### src/rtl/mem_arbiter.sv
// mem_arbiter: arbitrates the single shared RAM port between instruction fetch and
// data load/store. Data has fixed priority over fetch; there is no preemption, and
// an access that waits too long for ram_ready is ended with an error word and a
// sticky err flag.
//
// Optional feature macro: MEM_ARB_PERF_EN adds perf_istall/perf_dstall counters.
//
// state | meaning
// ------+-----------------------------------------------------------------
// IDLE  | no access in flight; picks data first, then fetch
// IACC  | fetch access on RAM, waiting for ram_ready / timeout / drop
// DACC  | data access on RAM, waiting for ram_ready / timeout / drop
// DONE  | one-cycle completion: served requester sees its wait low
module mem_arbiter #(
  parameter int ADDR_W  = 32,
  parameter int DATA_W  = 32,
  parameter int TIMEOUT = 15
) (
  input  logic              CLK,
  input  logic              nRST,
  input  logic              iREN,
  input  logic [ADDR_W-1:0] iaddr,
  output logic              iwait,
  output logic [DATA_W-1:0] iload,
  input  logic              dREN,
  input  logic              dWEN,
  input  logic [ADDR_W-1:0] daddr,
  input  logic [DATA_W-1:0] dstore,
  output logic              dwait,
  output logic [DATA_W-1:0] dload,
  output logic              ram_ren,
  output logic              ram_wen,
  output logic [ADDR_W-1:0] ram_addr,
  output logic [DATA_W-1:0] ram_store,
  input  logic [DATA_W-1:0] ram_load,
  input  logic              ram_ready,
  output logic              err
`ifdef MEM_ARB_PERF_EN
  ,
  output logic [31:0]       perf_istall,
  output logic [31:0]       perf_dstall
`endif
);

  localparam int CNT_W = $clog2(TIMEOUT + 1);
  localparam logic [CNT_W-1:0]  TO_VAL   = CNT_W'(TIMEOUT);
  localparam logic [DATA_W-1:0] BAD_WORD = DATA_W'(32'hBAD1BAD1);

  typedef enum logic [1:0] {S_IDLE, S_IACC, S_DACC, S_DONE} state_t;

  state_t            r_state, w_state_nxt;
  logic [CNT_W-1:0]  r_cnt;
  logic [CNT_W-1:0]  w_cnt_inc;
  logic [ADDR_W-1:0] r_addr;
  logic [DATA_W-1:0] r_store;
  logic              r_is_write;
  logic              r_served_d;
  logic              r_err;
  logic [DATA_W-1:0] r_iload;
  logic [DATA_W-1:0] r_dload;
  logic              w_dreq;
  logic              w_start_i;
  logic              w_start_d;
  logic              w_finish;
  logic              w_timeout;
  logic [DATA_W-1:0] w_word;

  assign w_dreq    = dREN | dWEN;
  assign w_cnt_inc = r_cnt + 1'b1;
  assign w_word    = w_timeout ? BAD_WORD : ram_load;

  // State register
  always_ff @(posedge CLK or negedge nRST) begin
    if (!nRST) r_state <= S_IDLE;
    else       r_state <= w_state_nxt;
  end

  // Next-state selection; a dropped request aborts before ready/timeout are considered
  always_comb begin
    w_state_nxt = r_state;
    w_start_i   = 1'b0;
    w_start_d   = 1'b0;
    w_finish    = 1'b0;
    w_timeout   = 1'b0;
    case (r_state)
      S_IDLE: begin
        if (w_dreq) begin
          w_state_nxt = S_DACC;
          w_start_d   = 1'b1;
        end else if (iREN) begin
          w_state_nxt = S_IACC;
          w_start_i   = 1'b1;
        end
      end
      S_IACC, S_DACC: begin
        if ((r_state == S_IACC) ? !iREN : !w_dreq) begin
          w_state_nxt = S_IDLE;
        end else if (ram_ready) begin
          w_state_nxt = S_DONE;
          w_finish    = 1'b1;
        end else if (w_cnt_inc == TO_VAL) begin
          w_state_nxt = S_DONE;
          w_finish    = 1'b1;
          w_timeout   = 1'b1;
        end
      end
      S_DONE:  w_state_nxt = S_IDLE;
      default: w_state_nxt = S_IDLE;
    endcase
  end

  // Access latches, timeout counter, returned words and sticky error
  always_ff @(posedge CLK or negedge nRST) begin
    if (!nRST) begin
      r_cnt      <= '0;
      r_addr     <= '0;
      r_store    <= '0;
      r_is_write <= 1'b0;
      r_served_d <= 1'b0;
      r_err      <= 1'b0;
      r_iload    <= '0;
      r_dload    <= '0;
    end else begin
      if (w_start_i) begin
        r_addr     <= iaddr;
        r_is_write <= 1'b0;
        r_served_d <= 1'b0;
      end
      if (w_start_d) begin
        r_addr     <= daddr;
        r_store    <= dstore;
        r_is_write <= dWEN;
        r_served_d <= 1'b1;
      end
      if (r_state == S_IACC || r_state == S_DACC) r_cnt <= w_cnt_inc;
      else                                        r_cnt <= '0;
      if (w_finish) begin
        if (r_served_d) r_dload <= w_word;
        else            r_iload <= w_word;
      end
      if (w_timeout) r_err <= 1'b1;
    end
  end

  assign ram_ren   = (r_state == S_IACC) | ((r_state == S_DACC) & ~r_is_write);
  assign ram_wen   = (r_state == S_DACC) & r_is_write;
  assign ram_addr  = r_addr;
  assign ram_store = r_store;
  assign iwait     = iREN & ~((r_state == S_DONE) & ~r_served_d);
  assign dwait     = w_dreq & ~((r_state == S_DONE) & r_served_d);
  assign iload     = r_iload;
  assign dload     = r_dload;
  assign err       = r_err;

`ifdef MEM_ARB_PERF_EN
  logic [31:0] r_perf_istall;
  logic [31:0] r_perf_dstall;

  // Saturating stall-cycle counters
  always_ff @(posedge CLK or negedge nRST) begin
    if (!nRST) begin
      r_perf_istall <= '0;
      r_perf_dstall <= '0;
    end else begin
      if (iwait && r_perf_istall != 32'hFFFFFFFF) r_perf_istall <= r_perf_istall + 32'd1;
      if (dwait && r_perf_dstall != 32'hFFFFFFFF) r_perf_dstall <= r_perf_dstall + 32'd1;
    end
  end

  assign perf_istall = r_perf_istall;
  assign perf_dstall = r_perf_dstall;
`endif

endmodule

### config.mk
export PLATFORM = sky130hd
export DESIGN_NAME = mem_arbiter
export DESIGN_NICKNAME = d
export VERILOG_FILES = /design/src/rtl/mem_arbiter.sv
export SDC_FILE = /design/constraint.sdc
export NUM_CORES = 1
export LEC_CHECK = 0
export ABC_CLOCK_PERIOD_IN_PS = 2100
export CORE_MARGIN = 8
export CORE_UTILIZATION = 35
export DETAILED_ROUTE_END_ITERATION = 6
export PLACE_DENSITY = 0.73
export SLEW_MARGIN = 20
export SYNTH_ARGS = -nofsm -noshare
export SYNTH_HDL_FRONTEND = slang
export SYNTH_SLANG_ARGS = --single-unit
export TNS_END_PERCENT = 1
### constraint.sdc
create_clock -name CLK -period 2.1 [get_ports CLK]
set_input_delay 0.42 -clock CLK [delete_from_list [all_inputs] [get_ports CLK]]
set_output_delay 0.42 -clock CLK [all_outputs]
set_load 0.05 [all_outputs]
# Word-level counts from Yosys, hierarchy flattened
# Index checks and enable logic that the tools add are counted.
# classes
n_addsub	1
multipliers	0
n_div	0
order_cmp	0
eq_ne	6
shifts	0
mux	26
bitwise	12
n_reduce_logical	9
# op_table
operator	n
32-bit 2-to-1 mux	3
1-bit 2-to-1 mux	16
2-bit 2-to-1 mux	5
1-bit AND	6
2-bit case mux with 3 select lines	1
2-bit AND reduction	3
4-bit by 1-bit adder with 4-bit output, second input constant	1
2-bit == test, second input constant	2
4-bit == test, second input constant	1
4-bit 2-to-1 mux	1
4-bit inequality test, second input constant	1
1-bit inverter	4
3-bit inequality test, second input constant	1
2-bit by 1-bit == test with 1-bit output, second input constant	1
1-bit zero test	2
2-bit zero test	1
1-bit OR	2
2-bit nonzero test	1
2-bit OR reduction	1
1-bit logical OR	1
# word_totals
reg_bits	137
latchBits	0
ramBits	0
mem_bits_ro	0
in_bits	134
mem_count	0

# Depth between registers and ports, before layout
# depth
word_depth	7
mapped_depth	9
ltp_nobuf	6

# Least setup slack after synthesis
# OpenSTA, ideal clock, no wires.
# synth_timing
path_type	register to output
start	register r_state[0]
end	output port ram_ren
arrival_time_ps	1747
path_slack_ps	-67
stages_incl_launch_ff	5
n_path_buf	0
path_cell_list	dfrtp_1 -> inv_1 -> ha_1 -> inv_1 -> o21ai_0
# synth_via
elab_chain_len	3
word_cells_on_any_way	4
cone_classes	eq/ne: 2; bitwise: 2
# synth_rtl
element	line_no	rtl
start: declaration	51	state_t r_state, w_state_nxt;
start signal: assignment	75	else r_state <= w_state_nxt;
2-bit == test	145	assign ram_ren = (r_state == S_IACC) | ((r_state == S_DACC) & ~r_is_write);
1-bit AND	145	
1-bit OR *	145	
end: declaration	31	output logic ram_ren,
# Mark *: on every way between the ends. The rest lies on a longest branch, timed or not.

# Worst setup path after layout
# layout_timing
start	register r_state[0]
end	register r_state[1]
# layout_via
elab_chain_len	4
word_cells_on_any_way	11
cone_classes	eq/ne: 5; mux: 3; reduce/logical: 3
# layout_rtl
element	line_no
2-bit by 1-bit == test with 1-bit output / 2-bit == test (equally long branches)	85, 96
1-bit 2-to-1 mux / 2-bit OR reduction (equally long branches)	96, 85
2-bit 2-to-1 mux / 4-bit inequality test (equally long branches)	-
2-bit case mux with 3 select lines / 2-bit AND reduction (equally long branches)	-
# Several ways; a longest one is shown, not always the timed one.
# A chain may end at the register's enable or synchronous reset.

==> results_dict.tcl <==
set metrics [dict create \
    status "finished clean" \
    power_density_nw_per_um2 1970 \
    fin_crit_ps 2090 \
    synth_ff_type "dfrtp_1" \
    drt_pre_antenna_iters 6 \
    vias_per_cell 4.78 \
    p_leak_nw 4.09 \
    wl_per_cell_um 18.0 \
    synth_top_area_cell "dfrtp_1" \
    syn-num-nets 563 \
    grt_pass1_vias 5029 \
    numCtsBuffers 17 \
    end_kind "flip-flop" \
    synth_top_area_share_pct 61.5 \
    die_x_um 142 \
    cts_root_buf "clkbuf_16" \
    slew_headroom_pct 58.8 \
    fin_ws_ps 13.7 \
    via_count 4490 \
    synthArstFlopShare_pct 100 \
    grt_max_degree 66 \
    routed_wl_um 16900 \
    path_buf_inv 2 \
    syn_area_um2 5580 \
    post_synth.cell_area_avg_um2 13.2 \
    max_freq_mhz 479 \
    cp.arrival_ps 2370 \
    yosys_warnings 0 \
    cts_tree "built" \
    worstSetupPathType "reg2reg" \
    rows 46 \
    synth_edf_count 0 \
    worstPathMaxFanout 6 \
    worst_slew_pin_slew_ps 619 \
    drc 0 \
    hold_viol_final 0 \
    pin_count 267 \
    fin_crit_sh_pct 99.3 \
    maxCapViolations 0 \
    synth_seq_cells 137 \
    max-vdd-ir-drop_mv 0.925 \
    yosysMostFrequentCell "dfrtp_1" \
    port_buffers 266 \
    synth_cell_types 39 \
    place_congestion 0.758 \
    postCtsSetupRepairBufs 0 \
    synth_common_cells "dfrtp_1 (137), nand2_1 (40), o21ai_0 (36), o22a_1 (36), mux2i_1 (33)" \
    antenna_found_initial 0 \
    die_y_um 142 \
    yosys-top-cells-area "dfrtp_1 (61%), mux2_2 (6.5%), mux2i_1 (5.9%), o22a_1 (5.7%), a22o_1 (4.6%)" \
    path_cells "inv_1 -> ha_1 -> inv_2 -> or4_1 -> o31a_1 -> mux2_4" \
    htreeDepth 4 \
    initial_utilization_pct 35.5 \
    dp_hpwl_um 13200 \
    diodes 0 \
    dieArea_um2 20200 \
    fin_skew_ps 7.95 \
    overflow 0 \
    cp.required_ps 2390 \
    synth_cells 423 \
    final_nets 850 \
    area_delta_synth_final_pct 67.9 \
    clk_pin_slew_ps 60 \
    pre_cts_slack_ps -191 \
    drtIter0Drc 122 \
    coreArea_um2 15700 \
    drive_above_1_share_pct 15.5 \
    clock_sinks 137 \
    track_usage_pct 16.7 \
    finalSetupViolations 0 \
    worstSkewPairLatency_ps 400 \
    seq_area_frac_synth_pct 61.5 \
    cp_slowest_cell "or4_1" \
    rsz0062_at_grt "true" \
    grt_pass1_wl_um 26300 \
    critical-path-top-delay-family "simple AND/OR/NAND/NOR gates" \
    cts_buffer_depth 2 \
    slew_viol_final 0 \
    worstSetupStartpointType "flip-flop" \
    tns_ps 0 \
    max_stage_delay_ps 500 \
    hold_path_class "reg2reg" \
    ant_nets 0 \
]
[layer usage]
| metal | vias to the layer above | share of wire [%] | wire [µm] | GRT usage, % |
|---|---|---|---|---|
| met5 | - | 0 | 0 | 0 |
| met1 | 2183 | 37 | 6330 | 17.7 |
| met2 | 172 | 50 | 8500 | 28.3 |
| met4 | 0 | 1.9 | 318 | 5.88 |
| met3 | 19 | 10 | 1760 | 7.98 |
| li1 | 2116 | - | - | - |
[cells by family (layout without fill, tap and decap cells)]
kind of cell | count (synthesis) | after routing | synth area share [%]
compound gates | 113 | 113 | 15.3
xor+xnor | 2 | 2 | 0.314
fa+ha+maj | 6 | 6 | 1.35
buf+inv | 37 | 337 | 3.48
flops | 137 | 137 | 61.5
mux | 66 | 66 | 12.7
simple gates | 62 | 62 | 5.43
[power by group]
part           switching [W]  internal (W)
sequential          0.000731       0.00394
clock                0.00113       0.00191
combinational        0.00673       0.00403
total                0.00859       0.00988
[registers in the layout, summed over array words and instances, names as in the netlist]
| register | flops |
|---|---|
| dload | 32 |
| iload | 32 |
| ram_addr | 32 |
| ram_store | 32 |
| r_cnt | 4 |
| r_state | 2 |
| err | 1 |
| r_is_write | 1 |
| r_served_d | 1 |
[cell type report]
class | count | area (µm²)
timing repair buffer | 297 | 3040
sequential | 137 | 3430
clock inverter | 13 | 164
multi-input combinational | 249 | 1990
clock buffer | 19 | 443
inverter | 8 | 30.0
tap | 216 | 270
fill | 1246 | 6350
[placed cells by master, fill, tap and decap left out, types with 2 or more instances in the layout]
cell	Yosys	final
mux2_2	32	32
o22a_1	36	36
a21oi_1	2	2
a21boi_0	2	2
clkbuf_16	0	17
dfrtp_1	137	137
mux2i_1	33	33
nand2_1	40	39
inv_1	7	7
buf_12	0	12
clkdlybuf4s50_1	0	260
nor3_1	3	3
buf_4	5	23
o21ai_0	36	35
bufinv_16	0	3
o31a_1	3	3
ha_1	6	6
nor4_4	1	2
clkinv_2	0	3
clkinvlp_4	0	2
a22o_1	29	29
inv_6	0	4
nor2_1	5	5
[worst reg2reg max path: cells and delay by family (launching register included)]
family / cells / cell delay [ps]
and+or+nand+nor: 1 / 510
buffers and inverters: 2 / 170
DFF: 1 / 380
AOI/OAI and AO/OA: 1 / 300
adders and majority gates: 1 / 310
muxes: 1 / 310
[path summary, 6_finish.rpt]
path	depth (start not counted)	start	end	slack (ps)
worst min-delay path	2	ram_addr[1]	ram_addr[1]	480
worst min register to register	2	ram_addr[1]	ram_addr[1]	480
min in group asynchronous	2	nRST	dload[23]	510
worst max register to register	6	r_state[0]	r_state[1]	10
worst max-delay path	6	r_state[0]	r_state[1]	10
max in group asynchronous	3	nRST	r_cnt[0]	920
[repair_timing]
item	in CTS	in global routing
hold endpoints to repair	42	0
resized for setup	1	2
gates cloned	0	0
hold buffers	1	0
endpoints found under the setup margin	1	41
[per-stage QoR]
step                power [W]  cells  hold WS [ps]  utilization (%)  cell area [µm²]
detailed placement     0.0155    906           385             55.5             8730
floorplan              0.0115    423           124                -             5580
finish                 0.0185    939           476             59.6             9360
CTS                    0.0187    939           476             59.5             9350
global placement       0.0153    906           380             55.5             8730
global route           0.0194    939           494             59.6             9360
Power figures use the tool's default switching activity.
